File: src/rtl/vslc_scan_ctrl_if.sv
// Signal bundle between the EEPROM reader, the VSLC scan controller and the executor.
// master drives reader bytes, trigger, raw inputs and divider select; slave is the controller.
interface vslc_scan_ctrl_if #(
  parameter int unsigned ADDR_W = 10,
  parameter int unsigned IN_W   = 8,
  parameter int unsigned DIV_W  = 4
);
  logic              rd_valid;
  logic [ADDR_W-1:0] rd_addr;
  logic [7:0]        rd_data;
  logic [DIV_W-1:0]  div_sel;
  logic              trig_in;
  logic [IN_W-1:0]   in_raw;

  logic              sck_en;
  logic              restart;
  logic [ADDR_W-1:0] start_addr;
  logic [ADDR_W-1:0] end_addr;
  logic              instr_valid;
  logic              scan_pulse;
  logic [IN_W-1:0]   in_cur;
  logic [IN_W-1:0]   in_prev;
  logic [IN_W-1:0]   in_rise;
  logic [IN_W-1:0]   in_fall;
  logic [15:0]       scan_count;
  logic              wdog_trip;

  modport master (
    output rd_valid, rd_addr, rd_data, div_sel, trig_in, in_raw,
    input  sck_en, restart, start_addr, end_addr, instr_valid, scan_pulse,
           in_cur, in_prev, in_rise, in_fall, scan_count, wdog_trip
  );

  modport slave (
    input  rd_valid, rd_addr, rd_data, div_sel, trig_in, in_raw,
    output sck_en, restart, start_addr, end_addr, instr_valid, scan_pulse,
           in_cur, in_prev, in_rise, in_fall, scan_count, wdog_trip
  );
endinterface

File: src/rtl/vslc_scan_ctrl.sv
// VSLC scan-cycle controller: program header parse, reader restart, scan pulses, input snapshots, SPI strobe.
// Optional watchdog restart enabled by defining VSLC_SCAN_WATCHDOG_EN.
module vslc_scan_ctrl #(
  parameter int unsigned ADDR_W      = 10,
  parameter int unsigned IN_W        = 8,
  parameter int unsigned DIV_W       = 4,
  parameter int unsigned WDOG_CYCLES = 4096
) (
  input logic             clk,
  input logic             rst,
  vslc_scan_ctrl_if.slave bus
);
  localparam int unsigned PRE_W = 1 << DIV_W;

  if (ADDR_W < 10 || ADDR_W > 16 || WDOG_CYCLES == 0) begin : g_bad_param
    $error("vslc_scan_ctrl: ADDR_W must be 10..16 and WDOG_CYCLES nonzero");
  end

  typedef enum logic [1:0] {HDR, RUN, RESTART} state_t;

  state_t            state, state_nxt;
  logic              restart, restart_nxt;
  logic              scan_pulse;
  logic [ADDR_W-1:0] start_addr, end_addr;
  logic [ADDR_W-1:0] hdr_hi;
  logic              end_hit;
  logic              wdog_hit;
  logic              wdog_trip;
  logic [2:0]        trig_sync;
  logic              trig_rise;
  logic [IN_W-1:0]   in_s1, in_s2, in_cur, in_prev;
  logic [15:0]       scan_count;
  logic [PRE_W-1:0]  presc;

  // High header byte aligned to bit 8; bits beyond ADDR_W fall off the cast.
  assign hdr_hi  = ADDR_W'({bus.rd_data, 8'h00});
  assign end_hit = bus.rd_valid && (end_addr != '0) && (bus.rd_addr >= end_addr);

  always_ff @(posedge clk or posedge rst) begin
    if (rst) begin
      state   <= HDR;
      restart <= 1'b0;
    end else begin
      state   <= state_nxt;
      restart <= restart_nxt;
    end
  end

  always_comb begin
    state_nxt   = state;
    restart_nxt = 1'b0;
    case (state)
      HDR: begin
        if (bus.rd_valid && bus.rd_addr == ADDR_W'(3)) state_nxt = RUN;
      end
      RUN: begin
        if (end_hit) begin
          restart_nxt = 1'b1;
          state_nxt   = RESTART;
        end
      end
      RESTART: begin
        // The start byte is already program input, so it is end-checked too.
        if (bus.rd_valid && bus.rd_addr == start_addr) begin
          if (end_hit) restart_nxt = 1'b1;
          else         state_nxt   = RUN;
        end
      end
      default: state_nxt = HDR;
    endcase
    if (wdog_hit) begin
      restart_nxt = 1'b1;
      state_nxt   = RESTART;
    end
  end

  always_ff @(posedge clk or posedge rst) begin
    if (rst) begin
      start_addr <= '0;
      end_addr   <= '0;
    end else if (state == HDR && bus.rd_valid) begin
      case (bus.rd_addr)
        ADDR_W'(0): start_addr[ADDR_W-1:8] <= hdr_hi[ADDR_W-1:8];
        ADDR_W'(1): start_addr[7:0]        <= bus.rd_data;
        ADDR_W'(2): end_addr[ADDR_W-1:8]   <= hdr_hi[ADDR_W-1:8];
        ADDR_W'(3): end_addr[7:0]          <= bus.rd_data;
        default: ;
      endcase
    end
  end

`ifdef VSLC_SCAN_WATCHDOG_EN
  localparam int unsigned WD_W = $clog2(WDOG_CYCLES + 1);
  logic [WD_W-1:0] wdog_cnt;

  assign wdog_hit = !bus.rd_valid && (state != HDR) && (wdog_cnt == WD_W'(WDOG_CYCLES - 1));

  always_ff @(posedge clk or posedge rst) begin
    if (rst) begin
      wdog_cnt  <= '0;
      wdog_trip <= 1'b0;
    end else begin
      if (bus.rd_valid || state == HDR || wdog_hit) wdog_cnt <= '0;
      else                                          wdog_cnt <= wdog_cnt + WD_W'(1);
      if (wdog_hit) wdog_trip <= 1'b1;
    end
  end
`else
  assign wdog_hit  = 1'b0;
  assign wdog_trip = 1'b0;
`endif

  assign trig_rise = trig_sync[1] & ~trig_sync[2];

  // Synchronizers, scan pulse and snapshot registers.
  always_ff @(posedge clk or posedge rst) begin
    if (rst) begin
      trig_sync  <= '0;
      in_s1      <= '0;
      in_s2      <= '0;
      scan_pulse <= 1'b0;
      in_cur     <= '0;
      in_prev    <= '0;
      scan_count <= '0;
    end else begin
      trig_sync  <= {trig_sync[1:0], bus.trig_in};
      in_s1      <= bus.in_raw;
      in_s2      <= in_s1;
      scan_pulse <= restart | trig_rise;
      if (scan_pulse) begin
        in_prev    <= in_cur;
        in_cur     <= in_s2;
        scan_count <= scan_count + 16'd1;
      end
    end
  end

  always_ff @(posedge clk or posedge rst) begin
    if (rst) presc <= '0;
    else     presc <= presc + PRE_W'(1);
  end

  // Strobe when the low div_sel prescaler bits are all ones; the shifted mask fills the rest.
  assign bus.sck_en      = &(presc | ({PRE_W{1'b1}} << bus.div_sel));
  assign bus.restart     = restart;
  assign bus.start_addr  = start_addr;
  assign bus.end_addr    = end_addr;
  assign bus.instr_valid = bus.rd_valid && (state != HDR) && (bus.rd_addr >= ADDR_W'(4));
  assign bus.scan_pulse  = scan_pulse;
  assign bus.in_cur      = in_cur;
  assign bus.in_prev     = in_prev;
  assign bus.in_rise     = in_cur & ~in_prev;
  assign bus.in_fall     = ~in_cur & in_prev;
  assign bus.scan_count  = scan_count;
  assign bus.wdog_trip   = wdog_trip;
endmodule

File: src/flat_wrapper.sv
// flat-port wrapper written by rule: the top's interface ports become plain ports
module vslc_scan_ctrl_flat 
#(
  parameter int unsigned ADDR_W      = 10,
  parameter int unsigned IN_W        = 8,
  parameter int unsigned DIV_W       = 4,
  parameter int unsigned WDOG_CYCLES = 4096
)
  (clk, rst, bus_rd_valid, bus_rd_addr, bus_rd_data, bus_div_sel, bus_trig_in, bus_in_raw, bus_sck_en, bus_restart, bus_start_addr, bus_end_addr, bus_instr_valid, bus_scan_pulse, bus_in_cur, bus_in_prev, bus_in_rise, bus_in_fall, bus_scan_count, bus_wdog_trip);
  vslc_scan_ctrl_if #(.ADDR_W(ADDR_W), .IN_W(IN_W), .DIV_W(DIV_W)) bus_i ();
  input logic clk;
  input logic rst;
  input wire logic [$bits(bus_i.rd_valid)-1:0] bus_rd_valid;
  input wire logic [$bits(bus_i.rd_addr)-1:0] bus_rd_addr;
  input wire logic [$bits(bus_i.rd_data)-1:0] bus_rd_data;
  input wire logic [$bits(bus_i.div_sel)-1:0] bus_div_sel;
  input wire logic [$bits(bus_i.trig_in)-1:0] bus_trig_in;
  input wire logic [$bits(bus_i.in_raw)-1:0] bus_in_raw;
  output wire logic [$bits(bus_i.sck_en)-1:0] bus_sck_en;
  output wire logic [$bits(bus_i.restart)-1:0] bus_restart;
  output wire logic [$bits(bus_i.start_addr)-1:0] bus_start_addr;
  output wire logic [$bits(bus_i.end_addr)-1:0] bus_end_addr;
  output wire logic [$bits(bus_i.instr_valid)-1:0] bus_instr_valid;
  output wire logic [$bits(bus_i.scan_pulse)-1:0] bus_scan_pulse;
  output wire logic [$bits(bus_i.in_cur)-1:0] bus_in_cur;
  output wire logic [$bits(bus_i.in_prev)-1:0] bus_in_prev;
  output wire logic [$bits(bus_i.in_rise)-1:0] bus_in_rise;
  output wire logic [$bits(bus_i.in_fall)-1:0] bus_in_fall;
  output wire logic [$bits(bus_i.scan_count)-1:0] bus_scan_count;
  output wire logic [$bits(bus_i.wdog_trip)-1:0] bus_wdog_trip;
  assign bus_i.rd_valid = bus_rd_valid;
  assign bus_i.rd_addr = bus_rd_addr;
  assign bus_i.rd_data = bus_rd_data;
  assign bus_i.div_sel = bus_div_sel;
  assign bus_i.trig_in = bus_trig_in;
  assign bus_i.in_raw = bus_in_raw;
  assign bus_sck_en = bus_i.sck_en;
  assign bus_restart = bus_i.restart;
  assign bus_start_addr = bus_i.start_addr;
  assign bus_end_addr = bus_i.end_addr;
  assign bus_instr_valid = bus_i.instr_valid;
  assign bus_scan_pulse = bus_i.scan_pulse;
  assign bus_in_cur = bus_i.in_cur;
  assign bus_in_prev = bus_i.in_prev;
  assign bus_in_rise = bus_i.in_rise;
  assign bus_in_fall = bus_i.in_fall;
  assign bus_scan_count = bus_i.scan_count;
  assign bus_wdog_trip = bus_i.wdog_trip;
  vslc_scan_ctrl #(.ADDR_W(ADDR_W), .IN_W(IN_W), .DIV_W(DIV_W), .WDOG_CYCLES(WDOG_CYCLES)) u_core (.clk(clk), .rst(rst), .bus(bus_i));
endmodule
File: config.mk
export PLATFORM = sky130hd
export DESIGN_NAME = vslc_scan_ctrl_flat
export DESIGN_NICKNAME = d
export VERILOG_FILES = /design/src/rtl/vslc_scan_ctrl_if.sv /design/src/rtl/vslc_scan_ctrl.sv /design/src/flat_wrapper.sv
export SDC_FILE = /design/constraint.sdc
export NUM_CORES = 1
export LEC_CHECK = 0
export CAP_MARGIN = 20
export CORE_MARGIN = 10
export CORE_UTILIZATION = 48
export DETAILED_ROUTE_END_ITERATION = 10
export PLACE_DENSITY = 0.79
export SYNTH_ARGS = -nofsm -noshare
export SYNTH_HDL_FRONTEND = slang
export SYNTH_SLANG_ARGS = --single-unit
File: constraint.sdc
create_clock -name clk -period 4.2 [get_ports clk]
set_input_delay 0.84 -clock clk [delete_from_list [all_inputs] [get_ports clk]]
set_output_delay 0.84 -clock clk [all_outputs]
set_load 0.005 [all_outputs]
==> run metrics <==
status=completed; Hold Buf Count CTS=0; Synth cell types=40; CTS H-tree depth=3; largest net degree at the start of global routing=slightly above 50; synthesized area per cell=between 10 and 15 um2; Worst setup EP type=output pin; final critical-path share of the clock period=88.0%; CP dominant cell by count=a21oi_1; CTS tree=built; clock slew at reported path FFs=~100 ps; PD cells=362 nW/um2; RSZ-0062 raised after global routing=false; Worst Tran Pin Value=842 ps; crit path max fanout=5; ys async rst share=100%; Max Clk Rate=0.271 GHz; TritonCTS Buffers=9; share of cells above drive strength 1=13.5%; top post-synthesis cells by area=dfrtp_1 56%, mux2_2 11%, xnor2_1 6.8%; Worst R2R Start=u_core.bus.scan_pulse; EDFF count, synth=0; Pleak=2.31 nW; worst-path cell chain=clkdlybuf4s50_1 > nand2b_1 > a21oi_1 > a21oi_1 > o211ai_1 > a221o_1 > a21oi_1 > clkdlybuf4s50_1; PostCTS Resize Cnt=0; Final Skew=12.8 ps; global-route wire length before repair=15000 um; drt via density=5.14; Setup crit start=bus_div_sel[3]; Setup CP Type=input pin to output pin; Iter 0 DRT Violations=70; Synth top area share=between 50 and 60%; most frequent cell after synthesis=dfrtp_1; utilization after layout=66.0%; DRC viols=0; dpl hpwl=6910 um; Final ANT Viol Nets=0; Clk Latency, worst-skew pair=360 ps; slowest stage delay, CP=520 ps; setup TNS=0 ps; XOR/XNOR Fraction of Synth Area=8.28%; Hold Path Class=flip-flop to flip-flop; final wirelength=8850 um; Final setup viols=0; post-synthesis mux area share=10.9%; Compound-Gate Fraction of Synth Area=5.04%; IO Count=107; CORE AREA=8180 um2; Clock Tree Root=clkbuf_8; family with the most delay on the worst path=buffers and inverters; Pins Over Slew Limit=0; sequential fraction of the synthesis area=56.0%; Max-Cap Viols=0; Mapped Cells=327; num rows=33; syn_nets=378; Synth Flop Type=dfrtp_1; YS warnings=0; vias in the first global route=2975; GPL Wtd Cong=0.844; Hold Violations, Final=0; Die X=112 um; Slew HR=43.9%; synthesized area=between 4000 and 5000 um2; crit path launch type=input pin; drt wl/cell=16.1 um; worst-path cell with the longest stage delay=clkdlybuf4s50_1; vias post-DR=2828; die height=112 um; Overflow after GRT=0; Starting Density=49.2%; antenna violations before repair=0; CTS max path bufs=2; largest family of logic cells by synthesized area=simple AND/OR/NAND/NOR gates; Total Power=1.95 mW; clock sinks=90; Ant. Diodes=0; P&R area growth vs syn=34.2%; Post-CTS Setup Inserts=0; critical path required time=3360 ps; Die ar.=12400 um2; final worst path period need=3700 ps; drt pass-1 iters=4; Yosys reg bits=90; global-route usage over all layers=14.3%; Peak VDD IR=around 250 uV; top post-synthesis cells by count=90 x dfrtp_1, 38 x mux2_2, 31 x xnor2_1; hold path startpoint=u_core.in_s1[5]; Critical path buffers and inverters=2; WP data arrival=between 2000 and 3000 ps; adder-cell share of the synthesized area=5.29%; # fillers=605; Post-Synth Simple-Gate Area=11.8%; Final nets=491; Synth area leader=dfrtp_1; IO buf count=105
path summary, 6_finish.rpt:
| path | to | slack (ps) | cells past startpoint |
|---|---|---|---|
| min in group asynchronous | u_core.in_s1[6] | 940 | 2 |
| max in group asynchronous | u_core.bus.start_addr[1] | 2460 | 3 |
| hold reg to reg | u_core.in_s2[5] | 360 | 0 |
| setup reg to reg | u_core.bus.scan_count[15] | 1910 | 5 |
| setup / recovery | bus_sck_en | 500 | 8 |
| hold / removal | u_core.in_s2[5] | 360 | 0 |
kinds of logic after synthesis:
kind of cell             Yosys count
AO/OA/AOI/OAI                     29
multiplexers                      39
other                              1
buffers and inverters             26
AND/OR/NAND/NOR                   87
flip-flops                        90
adder cells (fa/ha/maj)           17
XOR/XNOR                          38
worst register-to-register path, delay by kind of cell (launching register included):
family	cells	cell delay, ps
xor gates and xnor gates	1	150
and+or+nand+nor	4	1120
DFF	1	900
sequential cells by signal, indices dropped and copies added (netlist names):
| name | count |
|---|---|
| u_core.in_s1 | 8 |
| u_core.in_s2 | 8 |
| u_core.state | 2 |
| u_core.bus.restart | 1 |
| u_core.bus.start_addr | 10 |
| u_core.bus.scan_pulse | 1 |
| u_core.bus.in_prev | 8 |
| u_core.bus.scan_count | 16 |
| u_core.bus.in_cur | 8 |
| u_core.trig_sync | 3 |
| u_core.presc | 15 |
| u_core.bus.end_addr | 10 |
power by group:
group	total (mW)	internal, mW	switching, mW
logic	0.363	0.243	0.120
registers	1.00	0.931	0.0707
clock network	0.587	0.238	0.349
routing by layer:
metal  share of wire, %  global-route usage (%)  vias up
li1                   -                       -     1352
met1                 45                    18.1     1372
met2                 46                    21.6       91
met3                7.7                    5.53       13
met4                1.6                    5.40        0
met5                  0                       0        -
cells in the final DEF (no fill, tap or decap), types with 2 or more instances in the layout:
| master | instances |
|---|---|
| clkdlybuf4s50_1 | 105 |
| dfrtp_1 | 90 |
| mux2_2 | 38 |
| xnor2_1 | 31 |
| inv_1 | 20 |
| ha_1 | 17 |
| nand2_1 | 16 |
| nor2b_1 | 16 |
| nor2_1 | 14 |
| nand3_1 | 12 |
| a21oi_1 | 9 |
| clkbuf_8 | 9 |
| nand4_1 | 8 |
| xor2_1 | 7 |
| nor4_1 | 5 |
| nand2b_1 | 4 |
| nor3_1 | 3 |
| o211ai_1 | 3 |
| inv_8 | 3 |
| o21ai_0 | 2 |
| a41oi_1 | 2 |
| a211oi_1 | 2 |
| a21o_1 | 2 |
| nor3b_1 | 2 |
| or3_1 | 2 |
| and3_1 | 2 |
| inv_6 | 2 |
| buf_4 | 2 |
through the flow:
stage | instance area (um2) | instances | setup WS (ps) | hold slack [ps]
5_1_grt | 5390 | 550 | 344 | 366
3_3_place_gp | 5190 | 534 | 647 | 333
3_5_place_dp | 5190 | 534 | 530 | 336
4_1_cts | 5390 | 550 | 526 | 361
2_1_floorplan | 4020 | 327 | 1020 | 331
6_report | 5390 | 550 | 504 | 360
final cells by class:
type                            instances  area, um2  share of cell area (%)
Sequential cell                        90       2250                    41.8
Multi-Input combinational cell        211       1660                    30.9
Timing Repair Buffer                  107       1070                    19.8
Tap cell                              105        131                    2.44
Clock buffer                            9        124                    2.30
Inverter                               21       80.1                    1.48
Clock inverter                          7       76.3                    1.41
Power figures use the tool's default switching activity.
